--- src/rtl/tx_scheduler.sv ---
// tx_scheduler
//   Round-robin scheduler that feeds bytes from four requesters into a single
//   UART transmitter. A winner is chosen in IDLE, its byte is latched and
//   launched, and the requester is acknowledged once the transmitter shows
//   it has taken the byte (tbr falls). If tbr never falls, a sticky error is
//   raised and the same requester gets another chance.
//
// Ports
//   clk       in   system clock, all state on rising edge
//   rst_n     in   asynchronous active-low reset
//   req       in   [3:0]  per-requester transmit request
//   req_data  in   [31:0] byte for requester i on bits [8i+7:8i]
//   tbr       in   transmitter ready (1 = idle, 0 = shifting)
//   err_clr   in   synchronous clear of err
//   ack       out  [3:0]  one-cycle accept pulse, one-hot
//   tx_start  out  one-cycle launch strobe
//   tx_data   out  [7:0]  byte being transmitted, held until IDLE
//   busy      out  high whenever the FSM is not in IDLE
//   grant_id  out  [1:0]  requester currently / most recently served
//   err       out  sticky timeout flag

module tx_scheduler #(
    parameter int TIMEOUT = 32
) (
    input  logic        clk,
    input  logic        rst_n,
    input  logic [3:0]  req,
    input  logic [31:0] req_data,
    input  logic        tbr,
    input  logic        err_clr,
    output logic [3:0]  ack,
    output logic        tx_start,
    output logic [7:0]  tx_data,
    output logic        busy,
    output logic [1:0]  grant_id,
    output logic        err
);

    typedef enum logic [1:0] {
        IDLE,
        LAUNCH,
        WAIT_LOW,
        WAIT_HIGH
    } state_t;

    localparam logic [7:0] TIMEOUT_LAST = 8'(TIMEOUT - 1);

    state_t     state;
    logic [1:0] last_grant;
    logic [7:0] timeout_cnt;
    logic       found;
    logic [1:0] winner;
    logic [1:0] idx;

    // Round-robin search starting just after the last acknowledged requester.
    // The 2-bit add wraps 3 -> 0 naturally.
    always_comb begin
        found  = 1'b0;
        winner = last_grant;
        idx    = last_grant;
        for (int i = 1; i <= 4; i++) begin
            idx = last_grant + 2'(i);
            if (!found && req[idx]) begin
                found  = 1'b1;
                winner = idx;
            end
        end
    end

    always_ff @(posedge clk or negedge rst_n) begin
        if (!rst_n) begin
            state       <= IDLE;
            tx_start    <= 1'b0;
            ack         <= 4'b0000;
            tx_data     <= 8'h00;
            grant_id    <= 2'd0;
            last_grant  <= 2'd3;
            err         <= 1'b0;
            busy        <= 1'b0;
            timeout_cnt <= 8'd0;
        end else begin
            tx_start <= 1'b0;
            ack      <= 4'b0000;

            // The timeout branch below assigns err later, so a simultaneous
            // timeout wins over the clear.
            if (err_clr) begin
                err <= 1'b0;
            end

            case (state)
                IDLE: begin
                    if (tbr && found) begin
                        tx_data  <= req_data[{winner, 3'b000} +: 8];
                        grant_id <= winner;
                        tx_start <= 1'b1;
                        busy     <= 1'b1;
                        state    <= LAUNCH;
                    end
                end

                LAUNCH: begin
                    timeout_cnt <= 8'd0;
                    state       <= WAIT_LOW;
                end

                WAIT_LOW: begin
                    if (!tbr) begin
                        ack        <= 4'b0001 << grant_id;
                        last_grant <= grant_id;
                        state      <= WAIT_HIGH;
                    end else if (timeout_cnt >= TIMEOUT_LAST) begin
                        // last_grant untouched so the same requester is retried
                        err   <= 1'b1;
                        busy  <= 1'b0;
                        state <= IDLE;
                    end else if (timeout_cnt != 8'hFF) begin
                        timeout_cnt <= timeout_cnt + 8'd1;
                    end
                end

                WAIT_HIGH: begin
                    if (tbr) begin
                        busy  <= 1'b0;
                        state <= IDLE;
                    end
                end

                default: begin
                    busy  <= 1'b0;
                    state <= IDLE;
                end
            endcase
        end
    end

endmodule

--- config.mk ---
export PLATFORM = sky130hd
export DESIGN_NAME = tx_scheduler
export DESIGN_NICKNAME = d
export VERILOG_FILES = /design/src/rtl/tx_scheduler.sv
export SDC_FILE = /design/constraint.sdc
export NUM_CORES = 1
export LEC_CHECK = 0
export BUFFER_PORTS_ARGS = -buffer_cell sky130_fd_sc_hd__buf_4
export CAP_MARGIN = 25
export CORE_UTILIZATION = 51
export CTS_BUF_LIST = sky130_fd_sc_hd__clkbuf_8
export DETAILED_ROUTE_END_ITERATION = 12
export PLACE_DENSITY = 0.86
export SYNTH_ARGS = -nofsm -noshare
export SYNTH_HDL_FRONTEND = slang
export SYNTH_SLANG_ARGS = --single-unit
--- constraint.sdc ---
create_clock -name clk -period 2.25 [get_ports clk]
set_clock_uncertainty 0.05 [all_clocks]
set_input_delay 0.45 -clock clk [delete_from_list [all_inputs] [get_ports clk]]
set_output_delay 0.45 -clock clk [all_outputs]
set_load 0.05 [all_outputs]
==> impl_metrics.ini <==
[run_status]
status = completed

[setup_path]
crit_family = compound AO/OA/AOI/OAI gates
critPathArrivalTime_ps = 2210
start_kind = flop
critPathMaxFanout = 17
path_buf_inv = 0
critPathMaxStageDelay_ps = 600
slowest_stage = dfstp_2
crit_type = reg2reg
reg2reg_from = last_grant[1]$_DFFE_PN1P_
r2r_cells = 4
cp-end-kind = flop
ff2ff_setup_slack_ps = 130
crit_chain = a21oi_1, o31ai_4, or2_1, o211ai_2
r2r_end = tx_data[4]$_DFFE_PN0P_
required_ps = 2350

[yosys]
seq_area_frac_synth_pct = 44.80
async_flop_share_pct = 100.0
synthesis.area_um2 = 1625
synth_cell_types = 37
synth_edf_count = 0
synth-main-ff-cell = dfrtp_1
synthCells = 156
synth_nets = 197
yosys_warnings = 0
syn_area_per_cell_um2 = 10.42
synth.ff_latch_count = 29

[place]
dpl-instance-area_um2 = 2057
pre_cts_slack_ps = 102.7
hpwl_um = 2777
io_buffers = 56
gp_congestion = 0.7739

[timing]
setup_viol = 0
rsz0062_at_grt = no
fmax_ghz = 0.4726
setup_slack_ps = 134.0
setup_tns_ps = 0
max-slew-margin-rel_pct = 57.33
worstMarginPinSlew_ps = 640.0
period_minus_slack_ps = 2116
drv_slew = 0
final_hold_viol_count = 0
post-route-period-util_pct = 94.05

[routing]
avgRoutedWirePerCell_um = 14.00
drt_pass1_iterations = 4
ant_nets = 0
viasPerCell = 5.432
num_vias = 1407
first_iter_violations = 23
wirelength_um = 3625
drc = 0

[global_routing]
use_met3_pct = 7.692
use_met2_pct = 41.05
grt_overflow_total = 0
grtUsageTotal_pct = 23.44
grt_max_degree = 30
gr-max-usage-layer = met2
met1_usage_pct = 26.70
antenna_found_initial = 0
grt_first_pass_wirelength_um = 5920
grt_pass1_vias = 1356

[cts]
cts_inserted_buffers = 5
clkSinkCount = 29
path_clk_slew_ps = 60
ctsResizeCount = 0
cts_tree = built
postCtsHoldBufs = 0
htreeDepth = 2
root_buffer = clkbuf_8
clockBufferDepth = 2
cts_setup_buffers = 0
clk-insertion-delay-late_ps = 280

[die]
die_width_um = 58.45
die_h_um = 58.45
initial_core_util_pct = 53.68
dieArea_um2 = 3416
fp-row-count = 20
coreArea_um2 = 3028
io_pins = 57

[power]
vdd_ir_drop_max_v = 0.001005
powerDensity_nw_per_um2 = 1235
p_leak_nw = 1.061

[finish]
areaGrowthSynthToFinish_pct = 32.79
register_area_um2 = 728.2
drive_above_1_share_pct = 41.86
final_common_cell = buf_4
multi_input_area_um2 = 820.8
final_cell_mix = buf_4 (58), dfrtp_1 (27), nand2_1 (17), nand3_1 (17), nor2_1 (11)
postLayoutCellArea_um2 = 2158
fill_cells = 228
antennaDiodeCount = 0
nets = 255

[flow_run]
maxCapViolations = 0

[worst_hold_path]
hold_class = in2async
## routing by layer
layer	wire length (µm)	share of wire [%]
met5	0	0
met2	1891	52
met1	1472	41
met3	224	6.2
met4	37	1.0
## per-stage QoR
| step | hold WS (ps) | instances | utilization [%] | power (mW) |
|---|---|---|---|---|
| after CTS | 41.02 | 259 | 71.28 | 2.679 |
| after floorplan | 104.4 | 156 | - | 1.860 |
| after global routing | 53.31 | 259 | 71.28 | 2.809 |
| final | 35.54 | 259 | 71.28 | 2.665 |
| after detailed placement | 341.6 | 251 | 67.93 | 2.207 |
| after global placement | 332.7 | 251 | 67.93 | 2.153 |
## registers in the layout, summed over array words and instances (netlist names)
signal       cells
grant_id         2
tx_data          8
err              1
ack              4
timeout_cnt      8
last_grant       2
tx_start         1
busy             1
state            2
## worst max-delay path by stage
stage | startpoint | depth (start not counted) | to
5_1_grt | last_grant[1]$_DFFE_PN1P_ | 4 | tx_data[3]$_DFFE_PN0P_
3_5_place_dp | req[3] | 5 | tx_data[4]$_DFFE_PN0P_
6_report | last_grant[1]$_DFFE_PN1P_ | 4 | tx_data[4]$_DFFE_PN0P_
4_1_cts | last_grant[1]$_DFFE_PN1P_ | 4 | tx_data[0]$_DFFE_PN0P_
2_1_floorplan | last_grant[1]$_DFFE_PN1P_ | 7 | tx_data[7]$_DFFE_PN0P_
3_3_place_gp | req[3] | 5 | tx_data[0]$_DFFE_PN0P_
## power by group
| group | internal, mW | switching [mW] |
|---|---|---|
| Sequential | 0.699 | 0.167 |
| Clock | 0.276 | 0.193 |
| Combinational | 0.499 | 0.831 |
## cell families after synthesis
| family | after synthesis | synth area share (%) |
|---|---|---|
| adders and majority gates | 1 | 0.7697 |
| muxes | 18 | 12.01 |
| DFF | 29 | 44.80 |
| and+or+nand+nor | 65 | 20.71 |
| buffers and inverters | 11 | 4.696 |
| xor gates and xnor gates | 2 | 1.078 |
| AOI/OAI and AO/OA | 30 | 15.94 |
## Yosys cell counts, types with 2 or more instances
cell type / count / share of area [%]
a21oi_1: 6 / 1.8
a31oi_1: 2 / 0.77
and3_1: 3 / 1.2
and3b_1: 2 / 1.1
buf_2: 2 / 0.62
buf_6: 4 / 2.8
dfrtp_1: 27 / 42
dfstp_2: 2 / 3.2
inv_1: 3 / 0.69
mux2_2: 8 / 5.5
mux2i_1: 9 / 5.5
nand2_1: 17 / 3.9
nand2b_1: 2 / 0.77
nand3_1: 17 / 5.2
nor2_1: 11 / 2.5
nor2b_1: 3 / 1.2
nor3_1: 3 / 0.92
nor3b_1: 2 / 0.92
o211ai_1: 2 / 0.92
o211ai_2: 8 / 6.2
o21ai_0: 7 / 2.2
## layout make-up
cell class	count	area share (%)
repair buffers	58	20.17
clock buffers	7	4.464
multi-input cells	116	38.03
clock inverters	1	0.2319
well taps	44	2.551
flip-flops and latches	29	33.74
inverters	4	0.8116
Note: power is estimated with default switching activity, not from simulation.
